[src/rtl/tape_transport.sv]
// Tape transport: position generator with stop/play/ffwd/rew/eot state machine,
// runtime tick divider, seek and optional looping in play mode.
module tape_transport #(
    parameter int unsigned POS_W     = 24,
    parameter int unsigned DIV_W     = 16,
    parameter int unsigned FAST_STEP = 8,
    parameter int unsigned DEF_DIV   = 6666
) (
    input  logic             i_clk_sys,
    input  logic             i_reset,
    input  logic             i_cmd_valid,
    output logic             o_cmd_ready,
    input  logic [2:0]       i_cmd,
    input  logic [POS_W-1:0] i_seek_pos,
    input  logic [POS_W-1:0] i_tape_end,
    input  logic [DIV_W-1:0] i_div_cfg,
    input  logic             i_loop_en,
    output logic [POS_W-1:0] o_pos,
    output logic [POS_W-1:0] o_max,
    output logic [2:0]       o_state,
    output logic             o_tick,
    output logic             o_ena
);

    typedef enum logic [2:0] {
        StStop = 3'd0,
        StPlay = 3'd1,
        StFfwd = 3'd2,
        StRew  = 3'd3,
        StEot  = 3'd4
    } state_e;

    state_e           r_state;
    logic [POS_W-1:0] r_pos;
    logic [POS_W-1:0] r_max;
    logic [DIV_W-1:0] r_div;
    // Period minus one currently in force; reloaded only at a period start.
    logic [DIV_W-1:0] r_per;
    logic             r_tick;
    logic             r_ena;
    logic             r_cmd_ready;

    logic             w_accept;
    logic             w_moving;
    logic             w_wrap;
    logic [DIV_W-1:0] w_cfg_per;
    logic [POS_W-1:0] w_pos_clamp;
    logic [POS_W-1:0] w_seek_clamp;
    logic [POS_W:0]   w_pos_ext;
    logic [POS_W:0]   w_max_ext;
    logic [POS_W:0]   w_fwd_step;
    logic [POS_W:0]   w_fwd_sum;
    logic             w_fwd_ok;
    logic             w_rew_ok;
    logic [POS_W-1:0] w_tick_pos;
    state_e           w_tick_state;
    logic [POS_W-1:0] w_cmd_pos;
    state_e           w_cmd_state;

    // Divider and position arithmetic, widened by one bit so sums cannot overflow.
    always_comb begin
        w_accept     = i_cmd_valid && r_cmd_ready;
        w_moving     = (r_state == StPlay) || (r_state == StFfwd) || (r_state == StRew);
        w_wrap       = w_moving && (r_div == r_per);
        w_cfg_per    = (i_div_cfg == '0) ? DIV_W'(DEF_DIV) : i_div_cfg;
        w_pos_clamp  = (r_pos > r_max) ? r_max : r_pos;
        w_seek_clamp = (i_seek_pos > r_max) ? r_max : i_seek_pos;
        w_pos_ext    = {1'b0, r_pos};
        w_max_ext    = {1'b0, r_max};
        w_fwd_step   = (r_state == StPlay) ? (POS_W+1)'(1) : (POS_W+1)'(FAST_STEP);
        w_fwd_sum    = w_pos_ext + w_fwd_step;
        w_fwd_ok     = w_fwd_sum < w_max_ext;
        w_rew_ok     = w_pos_ext > (POS_W+1)'(FAST_STEP);
    end

    // Position/state outcome of a divider tick in the current mode.
    always_comb begin
        w_tick_pos   = r_pos;
        w_tick_state = r_state;
        case (r_state)
            StPlay, StFfwd: begin
                if (w_fwd_ok) begin
                    w_tick_pos = w_fwd_sum[POS_W-1:0];
                end else if ((r_state == StPlay) && i_loop_en) begin
                    w_tick_pos = '0;
                end else begin
                    w_tick_pos   = r_max;
                    w_tick_state = StEot;
                end
            end
            StRew: begin
                if (w_rew_ok) begin
                    w_tick_pos = r_pos - POS_W'(FAST_STEP);
                end else begin
                    w_tick_pos   = '0;
                    w_tick_state = StStop;
                end
            end
            default: ;
        endcase
    end

    // Position/state outcome of an accepted command.
    always_comb begin
        w_cmd_pos   = w_pos_clamp;
        w_cmd_state = r_state;
        case (i_cmd)
            3'd0: w_cmd_state = StStop;
            3'd1: w_cmd_state = StPlay;
            3'd2: w_cmd_state = StFfwd;
            3'd3: w_cmd_state = StRew;
            3'd4: begin
                w_cmd_pos = w_seek_clamp;
                if ((r_state == StEot) && (w_seek_clamp < r_max)) begin
                    w_cmd_state = StStop;
                end
            end
            default: ;
        endcase
    end

    // Transport FSM, divider and registered outputs; priority is
    // no-tape > command > shrink clamp > tick > divider count.
    always_ff @(posedge i_clk_sys) begin
        if (i_reset) begin
            r_state     <= StStop;
            r_pos       <= '0;
            r_max       <= '0;
            r_div       <= '0;
            r_per       <= DIV_W'(DEF_DIV);
            r_tick      <= 1'b0;
            r_ena       <= 1'b0;
            r_cmd_ready <= 1'b0;
        end else begin
            r_max       <= i_tape_end;
            r_ena       <= (i_tape_end != '0);
            r_cmd_ready <= 1'b1;
            r_tick      <= 1'b0;
            if (r_max == '0) begin
                // No tape: commands are swallowed and the transport stays parked.
                r_pos   <= '0;
                r_state <= StStop;
                r_div   <= '0;
                r_per   <= w_cfg_per;
            end else if (w_accept) begin
                r_pos   <= w_cmd_pos;
                r_state <= w_cmd_state;
                r_div   <= '0;
                r_per   <= w_cfg_per;
            end else if (r_pos > r_max) begin
                // Tape shrank under the head; forward motion runs into the end.
                r_pos <= r_max;
                if ((r_state == StPlay) || (r_state == StFfwd)) begin
                    r_state <= StEot;
                end
                r_div <= '0;
                r_per <= w_cfg_per;
            end else if (w_wrap) begin
                r_pos   <= w_tick_pos;
                r_state <= w_tick_state;
                r_tick  <= 1'b1;
                r_div   <= '0;
                r_per   <= w_cfg_per;
            end else if (w_moving) begin
                r_div <= r_div + DIV_W'(1);
            end else begin
                r_div <= '0;
                r_per <= w_cfg_per;
            end
        end
    end

    assign o_cmd_ready = r_cmd_ready;
    assign o_pos       = r_pos;
    assign o_max       = r_max;
    assign o_state     = r_state;
    assign o_tick      = r_tick;
    assign o_ena       = r_ena;

endmodule

[config.mk]
export PLATFORM = sky130hd
export DESIGN_NAME = tape_transport
export DESIGN_NICKNAME = d
export VERILOG_FILES = /design/src/rtl/tape_transport.sv
export SDC_FILE = /design/constraint.sdc
export NUM_CORES = 1
export LEC_CHECK = 0
export ABC_AREA = 1
export BUFFER_PORTS_ARGS = -buffer_cell sky130_fd_sc_hd__buf_2
export CORE_MARGIN = 8
export CORE_UTILIZATION = 35
export CTS_BUF_LIST = sky130_fd_sc_hd__clkbuf_16
export CTS_CLUSTER_DIAMETER = 200
export DETAILED_ROUTE_END_ITERATION = 8
export GPL_ROUTABILITY_DRIVEN = 0
export PLACE_DENSITY = 0.65
export SETUP_SLACK_MARGIN = 0.05
export SYNTH_ARGS = -nofsm -noshare
export SYNTH_HDL_FRONTEND = slang
export SYNTH_SLANG_ARGS = --single-unit
[constraint.sdc]
create_clock -name i_clk_sys -period 9.3 [get_ports i_clk_sys]
set_clock_uncertainty 0.15 [all_clocks]
set_input_delay 2.79 -clock i_clk_sys [delete_from_list [all_inputs] [get_ports i_clk_sys]]
set_output_delay 2.79 -clock i_clk_sys [all_outputs]
set_load 0.005 [all_outputs]
Yosys cells after proc, flatten, opt, wreduce, memory -nomap -nowiden
Cells that the tools add are included.
{"block": "op_classes", "bitwise": 1, "n_lt_le_gt_ge": 5, "reduce_logical": 18, "n_addsub": 3, "eq_ne": 17, "mux": 29}
{"cell": "24-bit two-way mux", "count": 9}
{"cell": "16-bit two-way mux", "count": 6}
{"cell": "24-bit > comparator", "count": 2}
{"cell": "24-bit one-hot mux with 2 select lines", "count": 1}
{"cell": "24-bit by 4-bit adder with 25-bit output", "count": 1}
{"cell": "25-bit by 24-bit less-than comparator with 1-bit output", "count": 1}
{"cell": "24-bit by 4-bit > comparator with 1-bit output, second input constant", "count": 1}
{"cell": "24-bit logical NOT", "count": 1}
{"cell": "24-bit less-than comparator", "count": 1}
{"cell": "3-bit two-way mux", "count": 8}
{"cell": "24-bit nonzero test", "count": 1}
{"cell": "24-bit by 4-bit subtractor with 24-bit output, second input constant", "count": 1}
{"cell": "16-bit by 1-bit adder with 16-bit output, second input constant", "count": 1}
{"cell": "16-bit equality test", "count": 1}
{"cell": "16-bit logical NOT", "count": 1}
{"cell": "3-bit one-hot mux with 5 select lines", "count": 1}
{"cell": "3-bit by 2-bit equality test with 1-bit output, second input constant", "count": 4}
{"cell": "4-bit != test, second input constant", "count": 2}
{"cell": "8-bit AND reduction", "count": 1}
{"cell": "3-bit by 1-bit equality test with 1-bit output, second input constant", "count": 2}
{"cell": "3-bit equality test, second input constant", "count": 2}
{"cell": "6-bit by 1-bit != test with 1-bit output, second input constant", "count": 1}
{"cell": "3-bit one-hot mux with 2 select lines", "count": 1}
{"cell": "6-bit OR reduction", "count": 1}
{"cell": "16 further kinds", "count": 22}
{"block": "totals", "register_bits": 86, "output_inout_bits": 54, "inputBits": 71, "wordCells": 81}

Logic depth before layout (Yosys ltp)
{"block": "depth", "word_depth": 9, "mapped_depth": 30, "mapped_depth_nobuf": 27}

Worst setup path before layout
Ideal clock, no wire load.
{"block": "synth_timing", "path_kind": "input port to flip-flop", "startpoint": "input port i_seek_pos[15]", "endpoint": "register r_state[0], in the netlist o_state[0]", "path_slack_ns": 3.263, "path_buffers": 3, "path_stages": 21, "t_arrival_ns": 5.772, "path_cell_list": "ha_1 -> nand2_1 -> nor2_1 -> nand4_1 -> nor2_1 -> nand2_1 -> nand2_1 -> clkbuf_1 -> clkbuf_1 -> clkbuf_1 -> nand2_1 -> o21ai_0 -> ha_1 -> a21oi_1 -> o21ai_0 -> a2111oi_0 -> nand2_1 -> nand2_1 -> nand3_1 -> nand2_1 -> nor2_1"}
{"block": "synth_via", "elab_chain_len": 6}
{"item": "start, declared", "line_no": "14", "rtl": "input logic [POS_W-1:0] i_seek_pos,"}
{"item": "24-bit > comparator", "line_no": "67", "rtl": "w_seek_clamp = (i_seek_pos > r_max) ? r_max : i_seek_pos;"}
{"item": "24-bit two-way mux (*)", "line_no": "67"}
{"item": "24-bit less-than comparator (*)", "line_no": "114", "rtl": "if ((r_state == StEot) && (w_seek_clamp < r_max)) begin"}
{"item": "1-bit logical AND (*)", "line_no": "114"}
{"item": "3-bit != test (no line) (*)"}
{"item": "8-bit AND reduction (no line) (*)"}
{"item": "end signal, assigned", "line_no": "126", "rtl": "r_state <= StStop;"}
{"item": "end signal, assigned", "line_no": "142", "rtl": "r_state <= StStop;"}
{"item": "end signal, assigned", "line_no": "147", "rtl": "r_state <= w_cmd_state;"}
{"item": "end, declared", "line_no": "33", "rtl": "state_e r_state;"}
Mark *: on every way between the ends. The rest lies on a longest branch, timed or not.
A chain may end at the register's enable or synchronous reset.

Worst setup path in the final report
{"block": "layout_timing", "startpoint": "input port i_seek_pos[15]", "endpoint": "register r_pos[4], in the netlist o_pos[4]"}
{"block": "layout_via", "elab_chain_len": 4}
{"item": "24-bit > comparator", "line_no": "67"}
{"item": "24-bit two-way mux", "line_no": "67"}
{"item": "24-bit two-way mux", "line_no": "107", "rtl": "case (i_cmd)"}
{"item": "24-bit two-way mux", "line_no": "145", "rtl": "end else if (w_accept) begin"}
{"item": "end signal, assigned", "line_no": "146", "rtl": "r_pos <= w_cmd_pos;"}
{"item": "end signal, assigned", "line_no": "152", "rtl": "r_pos <= r_max;"}
{"item": "end signal, assigned", "line_no": "159", "rtl": "r_pos <= w_tick_pos;"}
{"item": "end, declared", "line_no": "34", "rtl": "logic [POS_W-1:0] r_pos;"}
Every way passes these cells.

==> impl_metrics.tcl <==
set metrics [dict create \
    ys_warn_count 0 \
    async_flop_share 0 \
    drcViolationCount 0 \
    clock_latency_ns 0.36 \
    cp-end-kind "flip-flop" \
    min_delay_path_depth 2 \
    grtUsageTotal 0.193 \
    hold_end "r_per[8]" \
    dr.pass1.iters 5 \
    crit_type "in2reg" \
    grt_pass1_wl_um 43900 \
    synth.net_count 1421 \
    synth-seq-area-share 0.214 \
    grt_max_degree 41 \
    p_per_area_mw_per_mm2 234 \
    slew_violations 0 \
    first_global_vias 8315 \
    arrival_ns 6.66 \
    synthCells 1251 \
    p_total_mw 2.14 \
    diodes 0 \
    start_kind "primary input" \
    max_slew_margin 0.148 \
    num_rows 55 \
    seq_area_mm2 0.00172 \
    synth_top_flop_cell "dfxtp_1" \
    clock_sinks 86 \
    wl_per_cell_um 17.1 \
    r2r_end "o_state[2]" \
    cts.repair.resized 0 \
    fmax_mhz 153 \
    final_cell_mix "nand2_1 (216), nor2_1 (168), inv_1 (156)" \
    place.detailed.hpwl_um 21400 \
    whs_ns 0.328 \
    hold_class "reg2reg" \
    fp.dieW_um 168 \
    initial_utilization 0.356 \
    multi_input_area_mm2 0.00549 \
    setup_tns_ns 0 \
    cts-buffers-inserted 9 \
    ant_nets 0 \
    postCtsSetupRepairBufs 0 \
    die_area_mm2 0.0281 \
    reg2reg_from "o_state[0]" \
    core-area_mm2 0.0226 \
    die_y_um 168 \
    hold_viol 0 \
    cts_hold_buf 0 \
    ys_ff_latch 86 \
    layout_commonest_cell "nand2_1" \
    fin_util 0.404 \
    path_clk_slew_ns 0.07 \
    wl_um 27800 \
    worstHoldStart "r_per[8]" \
    grt-ovfl-total 0 \
    setup_violations 0 \
    crit_fanout 39 \
    syn2layout_area_growth_pct 13.6 \
    syn_avg_cell_area_um2 6.43 \
    tightest_slew_ns 1.28 \
    cts_buffer_depth 2 \
    synth-edff-count 0 \
    min_period_ns 6.54 \
    status "finished, final reports clean" \
    fin_crit_sh 0.704 \
    r2r_slack_ns 3.47 \
    vias 8803 \
    synth_cell_types 49 \
    htree_num_levels 3 \
    cts-root-buf "clkbuf_16" \
    cts_tree "yes" \
    viasPerCell 5.40 \
    ir_worst_vdd_mv 0.110 \
    p_leak_nw 4.45 \
    grt_setup_unrepaired "no" \
    syn_area_mm2 0.00804 \
    cp.required_ns 9.41 \
    io_buffers 124 \
    io_pins 125 \
    grt_antenna_before_repair 0 \
    nFillCells 2450 \
    nets 1510 \
    drtIter0Drc 712 \
    max-cap-violations 0 \
    rr_worst_depth 25 \
    drive_gt1_frac 0.126 \
]
state kept, by name (all words and copies together) (netlist names):
name,cells
o_cmd_ready,1
o_ena,1
o_max,24
o_pos,24
o_state,3
o_tick,1
r_div,16
r_per,16
cell usage after synthesis, drive strengths merged (2+ instances only):
master,number,area share
nor2,170,0.081
clkbuf,32,0.015
a31oi,7,0.0054
nand2,221,0.10
xor2,39,0.042
or2,5,0.0039
o2111ai,10,0.011
o31ai,2,0.0019
nor4,13,0.012
xnor2,6,0.0065
nor3b,6,0.0070
o21a,4,0.0037
dfxtp,86,0.21
nand3b,5,0.0047
buf,18,0.013
a22oi,2,0.0019
a21oi,87,0.055
nor3,32,0.021
o221ai,2,0.0022
ha,99,0.15
o21ai,123,0.077
a211oi,3,0.0028
nand4,31,0.024
inv,160,0.075
nand3,69,0.044
a21o,4,0.0037
and3,2,0.0016
o211ai,6,0.0056
layout make-up:
type                            instances  share of cell area
Timing Repair Buffer                  128              0.0713
Clock buffer                            9              0.0247
Sequential cell                        86               0.189
Clock inverter                          7             0.00877
Inverter                              161              0.0662
Tap cell                              285              0.0391
Multi-Input combinational cell        954               0.601
layer usage:
metal / vias to the layer above / wire length, µm / part of all wire / global-route usage
li1: 4373 / - / - / -
met5: - / 0 / 0 / 0
met4: 0 / 753 / 0.027 / 0.0679
met1: 4008 / 11500 / 0.41 / 0.230
met2: 364 / 13400 / 0.48 / 0.338
met3: 58 / 2130 / 0.077 / 0.0411
critical path, cell delays in order:
cell and delay, ns:
buf_2 0.14, ha_1 0.30, nand2_1 0.07, nor2_1 0.15
nand4_1 0.19, nor2_1 0.15, nand2_1 0.06, nand2_1 0.52
buf_4 0.36, nand2_1 0.77, o21ai_0 0.59, o21ai_0 0.18
nor3b_1 0.21, nand2_1 0.07, nand2_1 0.06, inv_1 0.03
cells by family (layout without fill, tap and decap cells):
group	Yosys count	count (layout)	share of synthesized area
simple gates	554	554	0.303
compound gates	256	256	0.176
buf+inv	211	305	0.103
fa+ha+maj	99	99	0.154
flops	86	86	0.214
xor+xnor	45	45	0.0490
worst max path at each step:
stage | startpoint | to | slack (ns) | cells after the start
floorplan | i_seek_pos[15] | o_state[0] | 3.26 | 21
global placement | i_seek_pos[15] | o_pos[4] | 2.51 | 16
detailed placement | i_seek_pos[15] | o_pos[4] | 2.46 | 16
CTS | i_seek_pos[15] | o_pos[4] | 2.84 | 16
global route | i_seek_pos[15] | o_pos[19] | 2.40 | 16
finish | i_seek_pos[15] | o_pos[4] | 2.76 | 16
metrics by stage:
step                      setup slack (ns)  cells  cell area [µm²]
final                                 2.76   1630             9130
after global placement                2.51   1614             8820
after CTS                             2.84   1630             9130
after detailed placement              2.46   1614             8820
after global routing                  2.40   1630             9130
after floorplan                       3.26   1251             8040
where the power goes:
part	leakage (nW)	internal, mW	switching, mW
sequential	0.711	0.436	0.122
clock	0.148	0.212	0.170
combinational	3.59	0.432	0.767
No activity file was read; power rests on OpenSTA's default activity.
